==> src/rtl/rotary_quad_decoder.sv <==
`timescale 1ns/1ps
// Quadrature encoder front end: two-flop synchronizers, optional debounce, step decode, signed position.
// Define ROTDEC_DEBOUNCE_EN to include the per-channel debounce filters (DEBOUNCE_CYCLES stable cycles).

module rotary_quad_decoder #(
    parameter int DEBOUNCE_CYCLES = 16,
    parameter int POS_W           = 16
) (
    input  logic                    clk,
    input  logic                    reset_n,
    input  logic                    a_in,
    input  logic                    b_in,
    input  logic                    pos_clr,
    input  logic                    err_clr,
    output logic                    cw_out,
    output logic                    ccw_out,
    output logic                    err_pulse,
    output logic                    err_sticky,
    output logic signed [POS_W-1:0] pos_out
);

    typedef enum logic {
        SETTLE = 1'b0,
        RUN    = 1'b1
    } state_t;

    if ((DEBOUNCE_CYCLES < 2) || (DEBOUNCE_CYCLES > 255) || (POS_W < 8) || (POS_W > 32)) begin : g_param_check
        $error("rotary_quad_decoder: DEBOUNCE_CYCLES or POS_W out of range");
    end

    // Next code in the clockwise / counter-clockwise Gray sequence, as {A,B}.
    function automatic logic [1:0] cw_next(input logic [1:0] ab);
        case (ab)
            2'b00:   return 2'b01;
            2'b01:   return 2'b11;
            2'b11:   return 2'b10;
            default: return 2'b00;
        endcase
    endfunction

    function automatic logic [1:0] ccw_next(input logic [1:0] ab);
        case (ab)
            2'b00:   return 2'b10;
            2'b10:   return 2'b11;
            2'b11:   return 2'b01;
            default: return 2'b00;
        endcase
    endfunction

    state_t             r_state;
    state_t             w_state_nxt;
    logic [1:0]         r_settle_cnt;
    logic [1:0]         w_settle_cnt_nxt;
    logic               w_run;

    logic [1:0]         r_sync1;
    logic [1:0]         r_sync2;
    logic [1:0]         r_filt;
    logic [1:0]         r_prev;

    logic               w_step_cw;
    logic               w_step_ccw;
    logic               w_illegal;

    logic               r_cw;
    logic               r_ccw;
    logic               r_err;
    logic               r_sticky;
    logic signed [POS_W-1:0] r_pos;

    // ------------------------------------------------------------------
    // Control FSM
    // ------------------------------------------------------------------
    always_ff @(posedge clk or negedge reset_n) begin
        if (!reset_n) begin
            r_state      <= SETTLE;
            r_settle_cnt <= 2'd0;
        end else begin
            // NOTE: sequential state uses non-blocking assignments so every flop samples pre-edge values.
            r_state      <= w_state_nxt;
            r_settle_cnt <= w_settle_cnt_nxt;
        end
    end

    always_comb begin
        // NOTE: defaults first so no path leaves a signal unassigned (no inferred latch).
        w_state_nxt      = r_state;
        w_settle_cnt_nxt = r_settle_cnt;
        w_run            = 1'b0;
        case (r_state)
            SETTLE: begin
                w_settle_cnt_nxt = r_settle_cnt + 2'd1;
                if (r_settle_cnt == 2'd3) begin
                    w_state_nxt = RUN;
                end
            end
            RUN: begin
                w_run = 1'b1;
            end
        endcase
    end

    // ------------------------------------------------------------------
    // Input synchronizers, {A,B}
    // ------------------------------------------------------------------
    always_ff @(posedge clk or negedge reset_n) begin
        if (!reset_n) begin
            r_sync1 <= 2'b00;
            r_sync2 <= 2'b00;
        end else begin
            r_sync1 <= {a_in, b_in};
            r_sync2 <= r_sync1;
        end
    end

    // ------------------------------------------------------------------
    // Channel filters
    // ------------------------------------------------------------------
`ifdef ROTDEC_DEBOUNCE_EN
    localparam logic [7:0] CNT_LAST = 8'(DEBOUNCE_CYCLES - 1);

    logic [1:0] r_samp;
    logic [7:0] r_cnt [2];

    // The sample stage keeps the debounce comparison off the synchronizer output.
    always_ff @(posedge clk or negedge reset_n) begin
        if (!reset_n) begin
            r_samp   <= 2'b00;
            r_filt   <= 2'b00;
            // NOTE: the counter array is only two entries, so it is reset like ordinary flops.
            r_cnt[0] <= 8'd0;
            r_cnt[1] <= 8'd0;
        end else begin
            r_samp <= r_sync2;
            if (!w_run) begin
                r_filt   <= r_sync2;
                r_cnt[0] <= 8'd0;
                r_cnt[1] <= 8'd0;
            end else begin
                for (int i = 0; i < 2; i++) begin
                    if (r_samp[i] == r_filt[i]) begin
                        r_cnt[i] <= 8'd0;
                    end else if (r_cnt[i] == CNT_LAST) begin
                        r_filt[i] <= r_samp[i];
                        r_cnt[i]  <= 8'd0;
                    end else begin
                        r_cnt[i] <= r_cnt[i] + 8'd1;
                    end
                end
            end
        end
    end
`else
    always_ff @(posedge clk or negedge reset_n) begin
        if (!reset_n) begin
            r_filt <= 2'b00;
        end else begin
            r_filt <= r_sync2;
        end
    end
`endif

    // ------------------------------------------------------------------
    // Step decoder and position counter
    // ------------------------------------------------------------------
    assign w_step_cw  = (r_filt == cw_next(r_prev));
    assign w_step_ccw = (r_filt == ccw_next(r_prev));
    assign w_illegal  = ((r_filt ^ r_prev) == 2'b11);

    always_ff @(posedge clk or negedge reset_n) begin
        if (!reset_n) begin
            r_prev   <= 2'b00;
            r_cw     <= 1'b0;
            r_ccw    <= 1'b0;
            r_err    <= 1'b0;
            r_sticky <= 1'b0;
            r_pos    <= '0;
        end else begin
            r_prev <= r_filt;
            if (w_run) begin
                r_cw  <= w_step_cw;
                r_ccw <= w_step_ccw;
                r_err <= w_illegal;
                // A clear wins over a coincident step; the step pulse is still issued.
                if (pos_clr) begin
                    r_pos <= '0;
                end else if (w_step_cw) begin
                    r_pos <= r_pos + POS_W'(1);
                end else if (w_step_ccw) begin
                    r_pos <= r_pos - POS_W'(1);
                end
                if (w_illegal) begin
                    r_sticky <= 1'b1;
                end else if (err_clr) begin
                    r_sticky <= 1'b0;
                end
            end else begin
                r_cw  <= 1'b0;
                r_ccw <= 1'b0;
                r_err <= 1'b0;
            end
        end
    end

    assign cw_out     = r_cw;
    assign ccw_out    = r_ccw;
    assign err_pulse  = r_err;
    assign err_sticky = r_sticky;
    assign pos_out    = r_pos;

endmodule

==> config.mk <==
export PLATFORM = sky130hd
export DESIGN_NAME = rotary_quad_decoder
export DESIGN_NICKNAME = d
export VERILOG_FILES = /design/src/rtl/rotary_quad_decoder.sv
export SDC_FILE = /design/constraint.sdc
export NUM_CORES = 1
export LEC_CHECK = 0
export ABC_AREA = 1
export BUFFER_PORTS_ARGS = -buffer_cell sky130_fd_sc_hd__buf_2
export CAP_MARGIN = 10
export CORE_ASPECT_RATIO = 1.25
export CORE_UTILIZATION = 48
export DETAILED_ROUTE_END_ITERATION = 8
export HOLD_SLACK_MARGIN = 0.15
export PLACE_DENSITY = 0.77
export SKIP_LAST_GASP = 1
export SLEW_MARGIN = 5
export SYNTH_ARGS = -nofsm -noshare
export SYNTH_HDL_FRONTEND = slang
export SYNTH_SLANG_ARGS = --single-unit
==> constraint.sdc <==
create_clock -name clk -period 5.9 [get_ports clk]
set_clock_uncertainty 0.05 [all_clocks]
set_input_delay 0.59 -clock clk [delete_from_list [all_inputs] [get_ports clk]]
set_output_delay 0.59 -clock clk [all_outputs]
set_load 0.01 [all_outputs]
After elaboration in Yosys (flattened, before gate mapping)

Cells that the tools add are included.

Add/subtract/negate cells: 3
Equal/unequal tests: 7
Mux-type cells: 13
Bitwise gates (word level): 1
Reduce and logical (&&, ||, !) cells: 5

Operators with widths:

| kind                                                                  | count |
|---|---|
| 16-bit two-way mux                                                    | 3 |
| 16-bit by 2-bit adder with 16-bit output (second input constant)      | 1 |
| 16-bit by 2-bit subtractor with 16-bit output (second input constant) | 1 |
| 2-bit one-hot mux with 3 select lines                                 | 2 |
| 2-bit == test (second input constant)                                 | 4 |
| 1-bit two-way mux                                                     | 8 |
| 2-bit == test                                                         | 2 |
| 2-bit AND reduction                                                   | 2 |
| 3-bit nonzero test                                                    | 1 |
| 2-bit by 1-bit adder with 2-bit output (second input constant)        | 1 |
| 2-bit by 1-bit == test with 1-bit output (second input constant)      | 1 |
| 2-bit zero test                                                       | 1 |
| 2-bit nonzero test                                                    | 1 |
| 2-bit bitwise XOR                                                     | 1 |

Flip-flop bits (word level): 31
Bits of input ports: 6
Output and inout port bits: 20

Logic depth before layout (Yosys ltp)

Depth after elaboration: 6
Mapped depth: 12
Gate-level depth less buffers: 12

Least setup slack after synthesis

OpenSTA, ideal clock, no wires.

Kind: register to register
From: register r_filt[1]
To: register r_pos[13], in the netlist pos_out[13]
Setup time: 0.117 ns
Arrival time: 2.143 ns
Data required time: 5.733 ns
Setup slack: 3.590 ns
Stages on the path, launching flop included: 11
Path buffers: 0
Period minus slack after synthesis: 2.310 ns
Cells stage by stage: dfrtp_1 xnor2_2 nand2_1 ha_1 or2_2 nand3b_1 nand2_1 nand2_1 nand3_1 nand3_1 nand2_1

Longest elaborated chain between the ends: 3
Elaborated cells on any way between the ends: 6

RTL lines:

| item                                                                       | line     | RTL |
|---|---|---|
| start: declaration                                                         | 58       | `logic [1:0] r_filt;` |
| start signal: assignment                                                   | 158      | `r_filt <= r_sync2;` |
| 2-bit == test, on equally long branches                                    | 166, 167 |  |
| 3-bit nonzero test (no source line) or 16-bit two-way mux (tied branches)  | n/a      |  |
| 2-bit AND reduction (no source line) or 16-bit two-way mux (tied branches) | n/a      |  |
| end signal: assignment                                                     | 188      | `r_pos <= r_pos + POS_W'(1);` |
| end signal: assignment                                                     | 190      | `r_pos <= r_pos - POS_W'(1);` |
| end: declaration                                                           | 69       | `logic signed [POS_W-1:0] r_pos;` |

Parallel ways exist; a longest one is shown, timed or not.
A chain may end at the register's enable or synchronous reset.

Final worst setup path

From: register r_filt[1]
To: register r_pos[14], in the netlist pos_out[14]

The elaborated chain is that of the path after synthesis.

==> impl_metrics.tcl <==
set metrics [dict create \
    rrSetupSlack_ns 3.23 \
    netlist_instances 284 \
    gr-total-overflow 0 \
    filler_cell_count 405 \
    clock_sinks 31 \
    yosysWarnings 0 \
    hold_viol_final 0 \
    dp_hpwl_um 3030 \
    min_period_ns 2.67 \
    synth_seq_cells 31 \
    comb_power_share_pct 56.3 \
    p_leak_uw 0.00142 \
    drv_slew 0 \
    cts_resized 0 \
    setup_violations 0 \
    crit_top_cell "nand2_1" \
    grt_usage_pct 21.3 \
    totalWireLength_um 4090 \
    cp.arrival_ns 2.82 \
    sw_frac_of_total_pct 46.4 \
    drive_above_1_share_pct 14.0 \
    p_total_uw 1210 \
    crit_chain "xnor2_2 > nand2_1 > ha_1 > nand2_1 > nor2_1 > nand2_1 > nand3_1 > nand2_1 > nand2_1 > nand2_1 > nand3_1 > nand2_1" \
    root_buffer "clkbuf_8" \
    slowest_delay_ns 0.56 \
    cp_top_family "simple AND/OR/NAND/NOR gates" \
    clk_latency_ns 0.30 \
    finalNetCount 337 \
    power-per-cell-area_mw_per_mm2 513 \
    clockPowerShare_pct 17.9 \
    grt_pass1_wl_um 7130 \
    place_ws_ns 3.26 \
    cts-htree-levels 2 \
    via_per_inst 4.80 \
    areaGrowthSynthToFinish_pct 13.0 \
    vdd_ir_drop_max_uv 270 \
    cp_slowest_cell "ha_1" \
    rsz0062_at_grt "false" \
    netlist_area_mm2 0.00208 \
    initial_core_util_pct 50.4 \
    worstSetupStartpoint "r_filt[1]" \
    yosysSeqAreaShare_pct 37.2 \
    row_count 26 \
    worst-path-stages 12 \
    ff2ff_path_depth 12 \
    p_seq_share_pct 25.8 \
    die_w_um 60.9 \
    clkTransAtPathRegs_ns 0.08 \
    end_kind "flip-flop" \
    post_cts_buffers 0 \
    tns_ns 0 \
    final_antenna_net_count 0 \
    num_io_pins 26 \
    post-route-period-util_pct 45.3 \
    critical_path_class "flip-flop to flip-flop" \
    num_vias 1775 \
    internal_power_uw 648 \
    drt_iter0_markers 85 \
    grt_max_degree 32 \
    layout_setup_ws_ns 3.23 \
    min_path_type "input pin to async pin" \
    relSlewSlack_pct 52.9 \
    crit_end "pos_out[14]" \
    cts_tree "yes" \
    r2r-end "pos_out[14]" \
    r2r-start "r_filt[1]" \
    place_congestion 0.870 \
    postCtsHoldBufs 0 \
    die_h_um 75.7 \
    whs_ns 0.287 \
    antenna_cells 0 \
    path_buf_inv 0 \
    synth_cell_types 26 \
    syn-num-nets 308 \
    antenna_found_initial 0 \
    cp.required_ns 6.05 \
    dieArea_mm2 0.00461 \
    port_buffers 25 \
    power.switching_uw 561 \
    drt-wirelength-per-cell_um 11.1 \
    crit_fanout 18 \
    cts_made_buffers 5 \
    drv_cap 0 \
    grt_pass1_vias 1681 \
    coreArea_mm2 0.00413 \
    cts_buffer_depth 2 \
    start_kind "flip-flop" \
    dr.pass1.iters 5 \
    max_clock_freq_ghz 0.374 \
    drc_errors 0 \
    outcome "complete, no violations" \
    worst_pin_slew_ns 0.707 \
    syn_area_per_cell_um2 7.34 \
]
-- per-layer routing --
layer | GRT usage (%) | routed length [µm] | vias to the layer above
li1 | - | - | 934
met1 | 25.1 | 1830 | 792
met2 | 36.0 | 1950 | 37
met3 | 5.09 | 190 | 12
met4 | 10.4 | 123 | 0
met5 | 0 | 0 | -
-- synth_stat cells --
master	instances	area, µm²
inv_2	1	3.75
xnor2_2	1	16.3
nand3b_1	4	30.0
ha_1	17	213
nor3b_1	1	7.51
nand2_2	1	6.26
mux2_2	1	11.3
and2_1	1	6.26
xor2_2	1	16.3
nand2_1	126	473
or2_2	2	12.5
a21oi_4	1	16.3
nor3_1	2	10.0
xor2_1	4	35.0
o21a_1	1	7.51
inv_1	41	154
dfrtp_1	31	776
nand3_2	3	30.0
fa_1	1	20.0
clkbuf_8	1	13.8
nand3_1	14	70.1
xnor2_1	4	35.0
nand4_1	1	6.26
buf_6	2	22.5
nor2_1	15	56.3
a21oi_1	7	35.0
-- final cells by class --
cell class	count	area, µm²	share of cell area (%)
Clock buffer	5	68.8	2.92
Clock inverter	3	43.8	1.86
Inverter	42	158	6.69
Multi-Input combinational cell	208	1110	47.3
Sequential cell	31	776	32.9
Tap cell	56	70.1	2.98
Timing Repair Buffer	25	125	5.31
-- logic make-up after synthesis --
group | synth area share [%]
AO/OA/AOI/OAI | 2.82
XOR/XNOR | 4.93
adder cells (fa/ha/maj) | 11.2
buffers and inverters | 9.31
flip-flops | 37.2
multiplexers | 0.541
AND/OR/NAND/NOR | 34.0
-- power by group through the flow --
| stage | sequential [µW] | clock [µW] | combinational [µW] |
|---|---|---|---|
| after floorplan | 331 | 0 | 500 |
| after global placement | 316 | 0 | 659 |
| after detailed placement | 316 | 0 | 673 |
| after CTS | 313 | 217 | 681 |
| after global routing | 320 | 224 | 791 |
| final | 312 | 216 | 680 |
-- worst min-delay path by stage --
stage                           from               to  slack [ns]  cells past startpoint
after floorplan              reset_n          ccw_out        0.24                      0
after global placement    r_sync1[0]       r_sync2[0]        0.28                      0
after detailed placement  r_sync2[0]        r_filt[0]        0.28                      0
after CTS                 r_sync1[1]       r_sync2[1]        0.30                      0
after global routing      r_sync2[0]        r_filt[0]        0.31                      0
final                        reset_n  r_settle_cnt[0]        0.29                      1
-- cell usage in the layout (no fill, tap or decap) --
cell       count
mux2_2         1
clkbuf_8       5
nor3_1         2
inv_2          1
or2_2          2
a21oi_1        7
nor3b_1        1
nor2_1        15
xor2_1         4
nand4_1        1
fa_1           1
buf_2         25
xnor2_2        1
clkinv_2       1
dfrtp_1       31
nand3b_1       4
inv_1         41
nand2_1      126
clkinv_4       1
ha_1          17
bufinv_16      1
nand3_2        3
nand3_1       14
xor2_2         1
nand2_2        1
xnor2_1        4
o21a_1         1
and2_1         1
a21oi_4        1
-- state kept, by name (all words and copies together) (netlist names) --
name and count:
pos_out 16, r_filt 2, r_prev 2, r_settle_cnt 2, r_sync1 2, r_sync2 2
ccw_out 1, cw_out 1, err_pulse 1, err_sticky 1, r_state 1
-- through the flow --
stage,cell area (µm²),instances,util (%)
2_1_floorplan,2080,284,-
3_3_place_gp,2240,362,54.3
3_5_place_dp,2240,362,54.3
4_1_cts,2350,370,57.0
5_1_grt,2350,370,57.0
6_report,2350,370,57.0
Power figures use the tool's default switching activity.
